<file path="src/rtl/seg_reader_pkg.sv">
// seg_reader_pkg: glyph constants, digit codes, FSM encoding and anode helpers for the scan reader
package seg_reader_pkg;
  localparam logic [6:0] GLYPH_0     = 7'h40;
  localparam logic [6:0] GLYPH_1     = 7'h79;
  localparam logic [6:0] GLYPH_2     = 7'h24;
  localparam logic [6:0] GLYPH_3     = 7'h30;
  localparam logic [6:0] GLYPH_4     = 7'h19;
  localparam logic [6:0] GLYPH_5     = 7'h12;
  localparam logic [6:0] GLYPH_6     = 7'h02;
  localparam logic [6:0] GLYPH_7     = 7'h78;
  localparam logic [6:0] GLYPH_8     = 7'h00;
  localparam logic [6:0] GLYPH_9     = 7'h10;
  localparam logic [6:0] GLYPH_BLANK = 7'h7F;
  localparam logic [3:0] DIGIT_BLANK   = 4'hE;
  localparam logic [3:0] DIGIT_INVALID = 4'hF;
  typedef enum logic [1:0] {IDLE, DWELL, CAPTURED} state_t;
  function automatic logic an_multi(input logic [3:0] an);
    logic [3:0] l;
    l = ~an;
    return (l & (l - 4'd1)) != 4'd0;
  endfunction
  function automatic logic an_onehot(input logic [3:0] an);
    return an != 4'hF && !an_multi(an);
  endfunction
  function automatic logic [1:0] an_slot(input logic [3:0] an);
    return !an[0] ? 2'd0 : !an[1] ? 2'd1 : !an[2] ? 2'd2 : 2'd3;
  endfunction
endpackage

</file>
<file path="src/rtl/seg_glyph_decode.sv">
// seg_glyph_decode: active-low 7-segment glyph to digit; blank gives DIGIT_BLANK, unknown gives DIGIT_INVALID
module seg_glyph_decode
  import seg_reader_pkg::*;
(
  input  logic [6:0] glyph,
  output logic       valid,
  output logic [3:0] digit
);
  always_comb begin
    digit = glyph == GLYPH_0     ? 4'd0 :
            glyph == GLYPH_1     ? 4'd1 :
            glyph == GLYPH_2     ? 4'd2 :
            glyph == GLYPH_3     ? 4'd3 :
            glyph == GLYPH_4     ? 4'd4 :
            glyph == GLYPH_5     ? 4'd5 :
            glyph == GLYPH_6     ? 4'd6 :
            glyph == GLYPH_7     ? 4'd7 :
            glyph == GLYPH_8     ? 4'd8 :
            glyph == GLYPH_9     ? 4'd9 :
            glyph == GLYPH_BLANK ? DIGIT_BLANK : DIGIT_INVALID;
    valid = digit != DIGIT_INVALID;
  end
endmodule

</file>
<file path="src/rtl/seg_scan_reader.sv">
// seg_scan_reader: recovers four digits + dps from the scanned seg/an bus (SEG_READER_SYNC_EN adds a 2-flop input synchronizer)
module seg_scan_reader
  import seg_reader_pkg::*;
#(
  parameter int STABLE_CYCLES = 4,
  parameter int FCNT_W        = 8
) (
  input  logic              clk,
  input  logic              btnR,
  input  logic [7:0]        seg,
  input  logic [3:0]        an,
  output logic [15:0]       digits,
  output logic [3:0]        dp,
  output logic              frame_valid,
  output logic [FCNT_W-1:0] frame_cnt,
  output logic              bad_glyph,
  output logic              bad_anode
);
  localparam int CW = $clog2(STABLE_CYCLES + 1);
  if (STABLE_CYCLES < 2) begin : g_chk
    $error("STABLE_CYCLES must be at least 2");
  end
  logic [7:0] seg_i;
  logic [3:0] an_i;
`ifdef SEG_READER_SYNC_EN
  logic [11:0] sync1, sync2;
  always_ff @(posedge clk) begin
    if (btnR) begin
      sync1 <= '1;
      sync2 <= '1;
    end else begin
      sync1 <= {an, seg};
      sync2 <= sync1;
    end
  end
  assign {an_i, seg_i} = sync2;
`else
  assign {an_i, seg_i} = {an, seg};
`endif
  state_t        state_q, state_d;
  logic [CW-1:0] cnt_q, cnt_d;
  logic [11:0]   s_q;
  logic          chg, cap, set_ba, pend;
  logic [3:0]    mask, mask_n, shadow_dp;
  logic [15:0]   shadow;
  logic [1:0]    slot;
  logic          g_valid;
  logic [3:0]    g_digit;
  assign chg    = {an_i, seg_i} != s_q;
  assign slot   = an_slot(an_i);
  assign mask_n = mask | (4'b0001 << slot);
  seg_glyph_decode u_dec (
    .glyph(seg_i[6:0]),
    .valid(g_valid),
    .digit(g_digit)
  );
  // Leaving CAPTURED on a change is treated exactly like a fresh look from IDLE.
  always_comb begin
    state_d = state_q;
    cnt_d   = cnt_q;
    cap     = 1'b0;
    set_ba  = 1'b0;
    if (state_q == IDLE || chg) begin
      state_d = an_onehot(an_i) ? DWELL : IDLE;
      cnt_d   = CW'(1);
      set_ba  = an_multi(an_i);
    end else if (state_q == DWELL) begin
      cnt_d   = cnt_q + CW'(1);
      cap     = cnt_d == CW'(STABLE_CYCLES);
      state_d = cap ? CAPTURED : DWELL;
    end
  end
  always_ff @(posedge clk) begin
    if (btnR) begin
      state_q     <= IDLE;
      cnt_q       <= '0;
      s_q         <= '1;
      mask        <= '0;
      shadow      <= '0;
      shadow_dp   <= '0;
      pend        <= 1'b0;
      digits      <= '0;
      dp          <= '0;
      frame_valid <= 1'b0;
      frame_cnt   <= '0;
      bad_glyph   <= 1'b0;
      bad_anode   <= 1'b0;
    end else begin
      state_q     <= state_d;
      cnt_q       <= cnt_d;
      s_q         <= {an_i, seg_i};
      frame_valid <= pend;
      pend        <= 1'b0;
      if (set_ba) bad_anode <= 1'b1;
      if (pend) begin
        digits    <= shadow;
        dp        <= shadow_dp;
        frame_cnt <= frame_cnt + FCNT_W'(1);
      end
      // Completion publishes one edge later so the shadow already holds this capture.
      if (cap) begin
        shadow[{slot, 2'b00} +: 4] <= g_digit;
        shadow_dp[slot]            <= ~seg_i[7];
        if (!g_valid) bad_glyph <= 1'b1;
        mask <= mask_n == 4'hF ? 4'h0 : mask_n;
        pend <= mask_n == 4'hF;
      end
    end
  end
endmodule

</file>
<file path="config.mk">
export PLATFORM = sky130hd
export DESIGN_NAME = seg_scan_reader
export DESIGN_NICKNAME = d
export VERILOG_FILES = /design/src/rtl/seg_reader_pkg.sv /design/src/rtl/seg_glyph_decode.sv /design/src/rtl/seg_scan_reader.sv
export SDC_FILE = /design/constraint.sdc
export NUM_CORES = 1
export LEC_CHECK = 0
export BUFFER_PORTS_ARGS = -buffer_cell sky130_fd_sc_hd__buf_2
export CORE_UTILIZATION = 57
export CTS_BUF_LIST = sky130_fd_sc_hd__clkbuf_16
export DETAILED_ROUTE_END_ITERATION = 16
export GPL_ROUTABILITY_DRIVEN = 0
export PLACE_DENSITY = 0.79
export SLEW_MARGIN = 10
export SYNTH_ARGS = -nofsm -noshare
export SYNTH_HDL_FRONTEND = slang
export SYNTH_HIERARCHICAL = 1
export SYNTH_SLANG_ARGS = --single-unit
</file>
<file path="constraint.sdc">
create_clock -name clk -period 2.6 [get_ports clk]
set_input_delay 0.39 -clock clk [delete_from_list [all_inputs] [get_ports clk]]
set_output_delay 0.39 -clock clk [all_outputs]
set_load 0.05 [all_outputs]
</file>
==> key figures <==
STA
  – Hold Vio Cnt, Final: 0
  – Final min period: 2070 ps
  – Slew @ Worst Pin: 761 ps
  – Slew Viols, Final: 0
  – Post-route clock period utilization: 79.7%
  – Final setup fails: 0
  – Max Fclk: 0.483 GHz
  – Slew margin rel.: 49.3%
  – Final TNS setup: 0 ps
  – Worst Skew: 4.18 ps
  – Unrepaired setup endpoints after global routing: no
  – Hold Slack: 369 ps

Worst setup path
  – Critical Path Slowest Stage Cell: or3_1
  – Worst R2R End: shadow[5]
  – Setup crit start kind: register
  – Crit path DAT: 2280 ps
  – R2R Setup Slk: 530 ps
  – CP max stage delay: 470 ps
  – Critical path type: register to register
  – Crit end category: register
  – R2r startpoint: cnt_q[0]
  – Crit-path cells: ha_1, xor2_1, nor4b_2, nand4_2, or3_1, mux2i_1
  – CP required: 2810 ps
  – Crit path max fanout: 10
  – FF-to-FF path depth: 6

Floorplanning
  – Starting Density: 58.8%
  – Die area: 5950 sq um
  – DIE WIDTH: 77.2 microns
  – Io pins: 45
  – Die height: 77.2 microns
  – FP Rows: 27
  – Core Area: 5470 sq um

Cells and area
  – Finished Cell Area: 3760 sq um
  – Area Overhead vs Synth: 16.7%
  – N_diodes: 0
  – Share of cells above drive strength 1: 22.0%
  – Most frequent cells in the layout: dfxtp_1 (73), buf_2 (44), nor2_1 (40)
  – Final nets: 390
  – Commonest non-fill, non-tap cell in the layout: dfxtp_1

Route
  – DRT Pass-1 Iters: 4
  – Routed len/inst: 14.1 microns
  – Post-DRT Antenna Nets: 0
  – Starting DRT DRC Count: 114
  – Vias: 2474
  – # DRC: 0
  – Vias/cell: 5.51
  – Routed WL: 6320 microns

Min path
  – Hold depth: 2
  – Min-delay worst type: primary input to register
  – Hold path startpoint: an[3]
  – Worst Hold End: s_q[11]

Synth
  – Post-synth EDFFs: 0
  – Leading area contributor after synthesis: dfxtp_1
  – Yosys reg bits: 73
  – Mapped cell area: 3220 sq um
  – Mean Syn Cell Area: 9.56 sq um
  – Synth Net Count: 354
  – Top cells by area, synth: dfxtp_1 (45%), mux2i_1 (11%), xor2_1 (5.2%), nor2_1 (4.7%), nand2b_1 (3.9%)
  – Post-Synthesis Cells: 337
  – Synth top area share: 45.4%
  – Synth Flop Type: dfxtp_1
  – Asr flop ratio synth: 0%
  – Library cells used by synthesis: 47
  – Warnings from Yosys: 6
  – Sequential-to-total area share from yosys stat: 45.4%

Placement
  – I/O Buffers: 44
  – HPWL Detailed: 4410 microns
  – DP Area: 3450 sq um

Clock network
  – Num CTS Buffers: 9
  – Root buffer cell: clkbuf_16
  – CTS H-Tree Depth: 3
  – Number of post-CTS setup repair buffers: 0
  – Worst-Skew Late Latency: 330 ps
  – CTS tree: built
  – Hold-fix buffers, CTS: 0
  – Sink Count: 73
  – Clk slew on worst S/H paths: 50 ps
  – CTS resizes: 0
  – Clk buf depth: 2

Power
  – Sw Share: 21.1%
  – Pwr/cell area: 678 nW/um^2
  – Clock power frac: 49.8%
  – Cell leakage power: 1.50 nW
  – Internal power: 2.01 mW
  – Seq pwr share: 44.7%
  – Total power: 2.55 mW
  – Logic pwr share: 5.5%
  – Sw Pwr: 0.537 mW
  – Maximum vdd drop: 0.000474 V

GRT
  – First-pass GRT wire length: 10600 microns
  – Grt total ovfl: 0
  – Global routing met1 resource utilization: 29.6%
  – Met2 usage: 35.6%
  – Total GRT Usage: 22.7%
  – Initial antenna violation count: 0
  – Vias in the first global route: 2308
  – GR peak layer: met2
  – Largest net degree at the start of global routing: 54
  – Met3 Use GR: 4.17%

Job
  – Max-cap violations: 0

Outcome
  – Status: finished clean
[flip-flops by register name, indices dropped and copies added (netlist names)]
| name | count |
|---|---|
| shadow | 16 |
| frame_cnt | 8 |
| mask | 4 |
| state_q | 2 |
| bad_anode | 1 |
| pend | 1 |
| dp | 4 |
| digits | 16 |
| s_q | 12 |
| frame_valid | 1 |
| cnt_q | 3 |
| bad_glyph | 1 |
| shadow_dp | 4 |
[synthesized netlist by cell type, drive strengths merged, types with 2 or more instances]
master,instances
inv,3
nand2,14
a21oi,8
buf,7
a31oi,3
xnor2,4
or2,13
dfxtp,73
xor2,19
nand4,8
nand3,6
o21ai,13
clkbuf,14
nand2b,20
or3,3
nand3b,2
nor3,4
nor2,41
and4,2
and3b,3
nor2b,8
ha,3
nor4,7
o21a,4
o31ai,3
nor3b,2
mux2i,37
[final cells by class]
| type | count | area (sq um) |
|---|---|---|
| multi-input cells | 240 | 1650 |
| fillers | 450 | 1720 |
| clock inverters | 6 | 85.1 |
| repair buffers | 46 | 235 |
| inverters | 3 | 11.3 |
| well taps | 72 | 90.1 |
| clock buffers | 9 | 225 |
| flip-flops and latches | 73 | 1460 |
[through the flow]
| stage | instances | utilization [%] | setup WS [ps] |
|---|---|---|---|
| CTS | 449 | 68.7 | 524 |
| global placement | 434 | 63.0 | 432 |
| global route | 449 | 68.7 | 333 |
| floorplan | 337 | - | 740 |
| detailed placement | 434 | 63.0 | 460 |
| finish | 449 | 68.7 | 528 |
[critical path, delay by kind of cell, from the launching register on]
| kind | cells | cell delay (ps) |
|---|---|---|
| flip-flops | 1 | 370 |
| XOR/XNOR | 1 | 240 |
| AND/OR/NAND/NOR | 3 | 1000 |
| multiplexers | 1 | 150 |
| adder cells (fa/ha/maj) | 1 | 200 |
[how the worst max path moves through the flow]
| stage | startpoint | endpoint |
|---|---|---|
| after floorplan | cnt_q[0] | shadow[6] |
| after global placement | seg[0] | shadow_dp[2] |
| after detailed placement | seg[0] | shadow_dp[2] |
| after CTS | cnt_q[0] | shadow[5] |
| after global routing | cnt_q[0] | shadow_dp[3] |
| final | cnt_q[0] | shadow[5] |
[per-layer routing]
| metal | wire, microns | vias to the layer above | share of wire (%) |
|---|---|---|---|
| met3 | 269 | 9 | 4.3 |
| li1 | - | 1239 | - |
| met1 | 3040 | 1161 | 48 |
| met5 | 0 | - | 0 |
| met2 | 2910 | 65 | 46 |
| met4 | 103 | 0 | 1.6 |
[logic make-up after synthesis]
group,after synthesis,share of synthesized area [%]
adder cells (fa/ha/maj),3,1.17
XOR/XNOR,23,6.25
multiplexers,38,11.8
buffers and inverters,24,3.42
flip-flops,73,45.4
AO/OA/AOI/OAI,39,7.96
AND/OR/NAND/NOR,137,24.0
[power groups by stage]
stage / clock network [mW] / registers [mW] / logic (mW)
6_report: 1.27 / 1.14 / 0.141
4_1_cts: 1.29 / 1.14 / 0.141
3_5_place_dp: 0 / 1.16 / 0.140
3_3_place_gp: 0 / 1.16 / 0.137
5_1_grt: 1.33 / 1.14 / 0.155
2_1_floorplan: 0 / 1.17 / 0.100
Power figures use the tool's default switching activity.
